<file path="config.mk">
export PLATFORM = sky130hd
export DESIGN_NAME = seg_display_arbiter
export DESIGN_NICKNAME = d
export VERILOG_FILES = /design/src/rtl/disp_pkg.sv /design/src/rtl/disp_rr_pick.sv /design/src/rtl/seg_display_arbiter.sv
export SDC_FILE = /design/constraint.sdc
export NUM_CORES = 1
export LEC_CHECK = 0
export CAP_MARGIN = 20
export CORE_MARGIN = 10
export CORE_UTILIZATION = 47
export CTS_BUF_LIST = sky130_fd_sc_hd__clkbuf_8
export DETAILED_ROUTE_END_ITERATION = 8
export PLACE_DENSITY_LB_ADDON = 0.05
export SYNTH_ARGS = -nofsm -noshare
export SYNTH_HDL_FRONTEND = slang
export SYNTH_HIERARCHICAL = 1
export SYNTH_SLANG_ARGS = --single-unit
</file>
<file path="constraint.sdc">
create_clock -name clk -period 4 [get_ports clk]
set_input_delay 0.4 -clock clk [delete_from_list [all_inputs] [get_ports clk]]
set_output_delay 0.4 -clock clk [all_outputs]
set_load 0.1 [all_outputs]
</file>
<file path="src/rtl/disp_pkg.sv">
// Shared constants, state type and bus helpers for the seven-segment
// display controllers.
package disp_pkg;

    localparam int unsigned DIGITS  = 6;
    localparam int unsigned DIGIT_W = 4;
    localparam int unsigned BUS_W   = 24;

    typedef enum logic [1:0] {
        IDLE,
        LOCK,
        OPEN
    } arb_state_t;

    function automatic int unsigned bus_offset(input int unsigned idx);
        return idx * BUS_W;
    endfunction

    function automatic int unsigned dp_offset(input int unsigned idx);
        return idx * DIGITS;
    endfunction

endpackage

</file>
<file path="src/rtl/disp_rr_pick.sv">
// Combinational round-robin finder: first set, non-excluded request
// searching upward from last_i+1, wrapping modulo NREQ.
module disp_rr_pick #(
    parameter int unsigned NREQ = 3,
    localparam int unsigned IW  = $clog2(NREQ)
) (
    input  logic [NREQ-1:0] req_i,
    input  logic [IW-1:0]   last_i,
    input  logic [NREQ-1:0] excl_i,
    output logic            found_o,
    output logic [IW-1:0]   idx_o
);

    int unsigned cand;

    always_comb begin
        found_o = 1'b0;
        idx_o   = '0;
        cand    = 0;
        for (int unsigned k = 1; k <= NREQ; k++) begin
            cand = (32'(last_i) + k) % NREQ;
            if (!found_o && req_i[cand] && !excl_i[cand]) begin
                found_o = 1'b1;
                idx_o   = IW'(cand);
            end
        end
    end

endmodule

</file>
<file path="src/rtl/seg_display_arbiter.sv">
// Round-robin arbiter with minimum ownership time sharing one six-digit
// seven-segment driver among NREQ requesters.
module seg_display_arbiter
    import disp_pkg::*;
#(
    parameter int unsigned NREQ        = 3,
    parameter int unsigned HOLD_CYCLES = 50_000_000,
    parameter logic [3:0]  IDLE_DIGIT  = 4'h0
) (
    input  logic                clk,
    input  logic                rst,
    input  logic [NREQ-1:0]     req,
    input  logic [NREQ*24-1:0]  digits_in,
    input  logic [NREQ*6-1:0]   dp_in,
    output logic [NREQ-1:0]     gnt,
    output logic                busy,
    output logic [3:0]          data1,
    output logic [3:0]          data2,
    output logic [3:0]          data3,
    output logic [3:0]          data4,
    output logic [3:0]          data5,
    output logic [3:0]          data6,
    output logic [5:0]          dp
);

    localparam int unsigned IW = $clog2(NREQ);
    localparam int unsigned CW = (HOLD_CYCLES > 1) ? $clog2(HOLD_CYCLES) : 1;
    // Leaving LOCK on the edge where the counter reaches HOLD_CYCLES-1 makes
    // a contended owner keep the display exactly HOLD_CYCLES cycles.
    localparam logic [CW-1:0] LAST_LOCK =
        CW'((HOLD_CYCLES >= 2) ? HOLD_CYCLES - 2 : 0);
    localparam arb_state_t GRANT_ST = (HOLD_CYCLES <= 1) ? OPEN : LOCK;

    arb_state_t          state_q, state_d;
    logic [NREQ-1:0]     gnt_q, gnt_d;
    logic [CW-1:0]       cnt_q, cnt_d, cnt_inc;
    logic [IW-1:0]       last_q, last_d;
    logic [BUS_W-1:0]    bus_q, bus_d;
    logic [DIGITS-1:0]   dp_q, dp_d;

    logic                pick_found;
    logic [IW-1:0]       pick_idx;
    logic                owner_req;
    logic                take;

    disp_rr_pick #(.NREQ(NREQ)) u_pick (
        .req_i   (req),
        .last_i  (last_q),
        .excl_i  (gnt_q),
        .found_o (pick_found),
        .idx_o   (pick_idx)
    );

    assign owner_req = |(req & gnt_q);
    assign cnt_inc   = (cnt_q == '1) ? cnt_q : cnt_q + 1'b1;

    always_comb begin
        state_d = state_q;
        gnt_d   = gnt_q;
        cnt_d   = cnt_q;
        last_d  = last_q;
        take    = 1'b0;
        case (state_q)
            IDLE: take = pick_found;
            LOCK: begin
                if (!owner_req) begin
                    state_d = IDLE;
                    gnt_d   = '0;
                end else begin
                    cnt_d = cnt_inc;
                    if (cnt_q >= LAST_LOCK) state_d = OPEN;
                end
            end
            OPEN: begin
                if (!owner_req) begin
                    state_d = IDLE;
                    gnt_d   = '0;
                end else begin
                    take = pick_found;
                end
            end
            default: begin
                state_d = IDLE;
                gnt_d   = '0;
            end
        endcase
        if (take) begin
            state_d = GRANT_ST;
            gnt_d   = NREQ'(1) << pick_idx;
            last_d  = pick_idx;
            cnt_d   = '0;
        end
    end

    always_comb begin
        bus_d = {DIGITS{IDLE_DIGIT}};
        dp_d  = '0;
        for (int unsigned i = 0; i < NREQ; i++) begin
            if (gnt_d[i]) begin
                bus_d = digits_in[bus_offset(i) +: BUS_W];
                dp_d  = dp_in[dp_offset(i) +: DIGITS];
            end
        end
    end

    always_ff @(posedge clk or posedge rst) begin
        if (rst) begin
            state_q <= IDLE;
            gnt_q   <= '0;
            cnt_q   <= '0;
            last_q  <= IW'(NREQ - 1);
            bus_q   <= {DIGITS{IDLE_DIGIT}};
            dp_q    <= '0;
        end else begin
            state_q <= state_d;
            gnt_q   <= gnt_d;
            cnt_q   <= cnt_d;
            last_q  <= last_d;
            bus_q   <= bus_d;
            dp_q    <= dp_d;
        end
    end

    assign gnt   = gnt_q;
    assign busy  = |gnt_q;
    assign data1 = bus_q[ 3: 0];
    assign data2 = bus_q[ 7: 4];
    assign data3 = bus_q[11: 8];
    assign data4 = bus_q[15:12];
    assign data5 = bus_q[19:16];
    assign data6 = bus_q[23:20];
    assign dp    = dp_q;

endmodule

</file>
# Yosys cells after proc, flatten, opt, wreduce, memory -nomap -nowiden
# Index checks and enable logic that the tools add are counted.
# word_totals
reg_bits,63
in_bits,95
elab_cells,82
# op_classes
add_sub_neg,4
div,3
n_lt_le_gt_ge,4
n_eq_ne,7
shifts,1
n_mux,38
bitwise_logic,1
n_reduce_logical,18
# op_table
cell,n
2-to-1 mux 26 bit,4
"< comparator 32 x 3 -> 1 bit, second input constant",3
"modulo 32 x 2 -> 32 bit, second input constant",3
2-to-1 mux 24 bit,3
"adder 26 x 1 -> 26 bit, second input constant",1
"equality test 26 bit, second input constant",1
">= comparator 26 bit, second input constant",1
2-to-1 mux 6 bit,3
2-to-1 mux 2 bit,7
binary-select mux 1 bit (select 2 bit),6
2-to-1 mux 1 bit,10
"adder 2 x 2 -> 3 bit, second input constant",2
2-to-1 mux 3 bit,2
case mux 2 bit (3 select lines),1
case mux 3 bit (2 select lines),1
AND reduction 3 bit,2
OR reduction 3 bit,2
logical AND 1 bit,5
zero test 1 bit,5
"!= test 2 bit, second input constant",2
"!= test 4 bit, second input constant",1
nonzero test 2 bit,2
"adder 2 x 1 -> 3 bit, second input constant",1
bitwise AND 3 bit,1
7 further kinds,7

# Longest topological paths before layout
# logic_depth
word_depth,21
mapped_depth,14
mapped_depth_nobuf,11

# Modules after synthesis
# The synthesis kept the hierarchy.
# by_module_without_submodules
mod,n_inst,cells_each,area_each_um2
seg_display_arbiter,1,322,3369.5
disp_rr_pick,1,32,242.7

# Worst setup path after synthesis
# OpenSTA, ideal clock, no wires.
# synth_timing
kind,register to register
from,"register gnt_q[1], in the netlist gnt[1]"
to,register bus_q[0]
setup_time_ps,126
arrival_ps,2947
required_time_ps,3874
slack_ps,927
path_stages_with_launch,12
path_buffers,2
path_cell_list,dfrtp_1 > nand2b_4 > buf_6 > a31oi_1 > a21oi_1 > o21bai_1 > or4bb_1 > o31ai_1 > a31oi_4 > clkbuf_1 > and3_1 > a221o_1
# synth_between
elab_chain_len,19
word_cells_on_any_way,33
classes_between,1 x shift; 20 x mux; 1 x bitwise; 11 x reduce/logical
# synth_lines
element,line_no,rtl
start: declaration,seg_display_arbiter.sv:35,"logic [NREQ-1:0] gnt_q, gnt_d;"
start signal: assignment,seg_display_arbiter.sv:116,gnt_q <= gnt_d;
binary-select mux 1 bit (select 2 bit),disp_rr_pick.sv:22,if (!found_o && req_i[cand] && !excl_i[cand]) begin
2-to-1 mux 1 bit (not written as such),disp_rr_pick.sv:22,
zero test 1 bit,disp_rr_pick.sv:22,
logical AND 1 bit,disp_rr_pick.sv:22,
2-to-1 mux 1 bit,disp_rr_pick.sv:22,
zero test 1 bit,disp_rr_pick.sv:22,
logical AND 1 bit (2 in series),disp_rr_pick.sv:22,
2-to-1 mux 1 bit,disp_rr_pick.sv:22,
[... 3 more ...],--,
2-to-1 mux 1 bit *,disp_rr_pick.sv:22,
via pick_found,seg_display_arbiter.sv:41,logic pick_found;
2-to-1 mux 1 bit,seg_display_arbiter.sv:75,if (!owner_req) begin
case mux 1 bit (2 select lines) *,seg_display_arbiter.sv:63,case (state_q)
2-to-1 mux 3 bit *,seg_display_arbiter.sv:87,if (take) begin
2-to-1 mux 24 bit (2 in series),seg_display_arbiter.sv:99,if (gnt_d[i]) begin
2-to-1 mux 24 bit *,seg_display_arbiter.sv:99,
via bus_d[0],seg_display_arbiter.sv:38,"logic [BUS_W-1:0] bus_q, bus_d;"
end signal: assignment,seg_display_arbiter.sv:112,bus_q <= {DIGITS{IDLE_DIGIT}};
end signal: assignment,seg_display_arbiter.sv:119,bus_q <= bus_d;
end: declaration,seg_display_arbiter.sv:38,
# The timed path passes the listed nets; every way through them passes the cells marked *. The select of a mux whose other input is x is not followed.
# A chain may end at the register's enable or synchronous reset.

# Worst setup path after layout
# layout_timing
from,register last_q[0]
to,register bus_q[22]
# layout_between
elab_chain_len,21
word_cells_on_any_way,41
classes_between,3 x add/sub; 3 x div; 1 x shift; 24 x mux; 10 x reduce/logical
# layout_lines
element,line_no,rtl
start: declaration,seg_display_arbiter.sv:37,"logic [IW-1:0] last_q, last_d;"
start signal: assignment,seg_display_arbiter.sv:111,last_q <= IW'(NREQ - 1);
start signal: assignment,seg_display_arbiter.sv:118,last_q <= last_d;
adder 2 x 1 -> 3 bit,disp_rr_pick.sv:21,cand = (32'(last_i) + k) % NREQ;
modulo 32 x 2 -> 32 bit,disp_rr_pick.sv:21,
binary-select mux 1 bit (select 2 bit),disp_rr_pick.sv:22,
2-to-1 mux 1 bit (not written as such),disp_rr_pick.sv:22,
zero test 1 bit,disp_rr_pick.sv:22,
logical AND 1 bit,disp_rr_pick.sv:22,
2-to-1 mux 1 bit,disp_rr_pick.sv:22,
zero test 1 bit,disp_rr_pick.sv:22,
[... 6 more ...],--,
2-to-1 mux 1 bit *,disp_rr_pick.sv:22,
via pick_found,seg_display_arbiter.sv:41,
2-to-1 mux 1 bit,seg_display_arbiter.sv:75,
case mux 1 bit (2 select lines) *,seg_display_arbiter.sv:63,
2-to-1 mux 3 bit *,seg_display_arbiter.sv:87,
2-to-1 mux 24 bit (2 in series),seg_display_arbiter.sv:99,
2-to-1 mux 24 bit *,seg_display_arbiter.sv:99,
via bus_d[22],seg_display_arbiter.sv:38,
# Marks and branches as above.

==> flow_metrics.env <==
export IMPL_routed_via_density=5.69
export IMPL_diodes=0
export IMPL_rsz0062_at_grt="no"
export IMPL_grt_max_degree=40
export IMPL_critical_path_required_ns=4.21
export IMPL_maxCapViolations=0
export IMPL_period_needed_ns=3.51
export IMPL_drtAntennaViolNets=0
export IMPL_grt_first_pass_wirelength_um=17800
export IMPL_start_util=0.490
export IMPL_met2_usage=0.330
export IMPL_end_kind="register"
export IMPL_port_buffers=128
export IMPL_grt_util_met1=0.194
export IMPL_ys_warnings_count=6
export IMPL_status="completed"
export IMPL_wirelength_um=10900
export IMPL_gp_congestion=0.851
export IMPL_ctsRootBufferMaster="clkbuf_8"
export IMPL_hold_viol_final=0
export IMPL_synth_edff_count=0
export IMPL_first_iter_violations=113
export IMPL_busiest_layer="met2"
export IMPL_dp_hpwl_um=8430
export IMPL_wl_per_cell_um=18.8
export IMPL_syn_area_um2=3610
export IMPL_postSynthCellCount=354
export IMPL_antenna_found_initial=0
export IMPL_synth_seq_cells=63
export IMPL_clockBufferDepth=2
export IMPL_setup_tns_ns=0
export IMPL_clock_latency_ns=0.34
export IMPL_pwr_density_cell_nw_per_um2=650
export IMPL_yosys_area_top_type_share=0.430
export IMPL_ys_seq_area_frac=0.437
export IMPL_p_leak_nw=2.23
export IMPL_post_route_period_util=0.878
export IMPL_power_total_mw=3.33
export IMPL_core_um2=7370
export IMPL_cts_sinks=63
export IMPL_cts_hold_buf=0
export IMPL_async_flop_share=1.00
export IMPL_fmax_mhz=285
export IMPL_fin_skew_ns=0.00955
export IMPL_via_count=3307
export IMPL_path_clk_slew_ns=0.07
export IMPL_post_cts_buffers=0
export IMPL_drc=0
export IMPL_worst_pin_slew_ns=1.06
export IMPL_crit_path_max_fanout=31
export IMPL_postLayoutCoreUtil=0.696
export IMPL_cts_htree_levels=3
export IMPL_ir_drop_uv=305
export IMPL_synth_most_common_cell="dfrtp_1"
export IMPL_yosysUniqueCellTypes=63
export IMPL_cts_resized=0
export IMPL_syn_avg_cell_area_um2=10.2
export IMPL_grt_pass1_vias=3510
export IMPL_gr_total_overflow=0
export IMPL_setup_violations=0
export IMPL_area_delta_synth_final_pct=41.9
export IMPL_synth_fp_nets=458
export IMPL_die_y_um=108
export IMPL_start_kind="register"
export IMPL_fp_dieW_um=108
export IMPL_nNetsFinal=581
export IMPL_cts_made_buffers=9
export IMPL_grt_util_met3=0.107
export IMPL_ys_flop_type="dfrtp_1"
export IMPL_hold_class="register to register"
export IMPL_yosysTopAreaCell="dfrtp_1"
export IMPL_dieArea_um2=11600
export IMPL_layout_drive_gt1_share=0.0934
export IMPL_slew_violations=0
export IMPL_first_pass_iters=4
export IMPL_slew_headroom=0.293
export IMPL_io_pins=129
export IMPL_arrival_ns=3.73
export IMPL_cts_tree="yes"
export IMPL_core_rowCount=31
export IMPL_yosys_top_cells_area="dfrtp_1, a221o_1, and3_1"
export IMPL_grt_util_all_layers=0.192
export IMPL_yosys_top_cells_count="dfrtp_1, and3_1, a221o_1, nand2_1, nor2_1"
export IMPL_crit_type="register to register"
worst paths after layout:
check,startpoint,slack (ns),depth (start not counted),end
min,last_q[1]$_DFFE_PP1P_,0.50,2,last_q[1]$_DFFE_PP1P_
max in group asynchronous,rst,2.57,3,last_q[1]$_DFFE_PP1P_
min reg2reg,last_q[1]$_DFFE_PP1P_,0.50,2,last_q[1]$_DFFE_PP1P_
min in group asynchronous,rst,0.54,2,bus_q[16]$_DFF_PP0_
max,last_q[0]$_DFFE_PP0P_,0.49,11,bus_q[22]$_DFF_PP0_
max reg2reg,last_q[0]$_DFFE_PP0P_,0.49,11,bus_q[22]$_DFF_PP0_
stage by stage:
| step | instance area [um^2] | cells | worst slack (ns) | hold slack (ns) |
|---|---|---|---|---|
| floorplan | 3610 | 354 | 0.927 | 0.458 |
| global placement | 4940 | 565 | 0.534 | 0.468 |
| detailed placement | 4940 | 565 | 0.464 | 0.490 |
| CTS | 5130 | 581 | 0.472 | 0.501 |
| global route | 5130 | 581 | 0.268 | 0.529 |
| finish | 5130 | 581 | 0.487 | 0.500 |
worst max-delay path: stages, from the launching register on:
cell	delay [ns]
dfrtp_1	0.38
inv_1	0.07
ha_1	0.47
nor2_1	0.11
a211o_1	0.23
o31ai_1	0.10
o21bai_1	0.22
o21a_1	0.20
o31ai_1	0.15
a31oi_4	0.58
inv_2	0.43
a221o_1	0.45
area by class of cell:
type                       instances  area (um^2)
clock buffer                      10          138
clock inverter                     6         46.3
fill                             576         2240
inverter                          15         56.3
multi-input combinational        255         1870
sequential                        63         1580
tap                               99          124
timing repair buffer             133         1320
where the power goes:
part | internal [mW] | total (mW) | switching [mW]
logic | 0.679 | 2.01 | 1.33
registers | 0.761 | 0.816 | 0.0551
clock network | 0.242 | 0.505 | 0.263
kinds of logic (layout without fill, tap and decap cells):
group	count (synthesis)	after routing	share of synthesized area
adders and majority gates	9	9	0.0312
DFF	63	63	0.437
muxes	5	5	0.0156
and+or+nand+nor	132	132	0.223
AOI/OAI and AO/OA	99	99	0.222
buffers and inverters	36	164	0.0468
xor gates and xnor gates	10	10	0.0242
placed cells by master, fill, tap and decap left out, drive strengths merged, types with 9 or more instances in the layout:
cell	instances
nor2	23
inv	15
clkdlybuf4s50	128
dfrtp	62
o21ai	15
a221o	30
clkbuf	10
and3	31
nand4	10
a21oi	16
or3	11
nand2	25
ha	9
routing by layer:
metal,share of wire,up-vias
li1,-,1597
met1,0.37,1598
met2,0.50,103
met3,0.11,9
met4,0.011,0
met5,0,-
flip-flops by register name, indices dropped and copies added, names as in the netlist:
signal,flops
gnt,3
state_q,2
last_q,2
cnt_q,26
dp,6
bus_q,24
(Power assumes the default switching activity.)
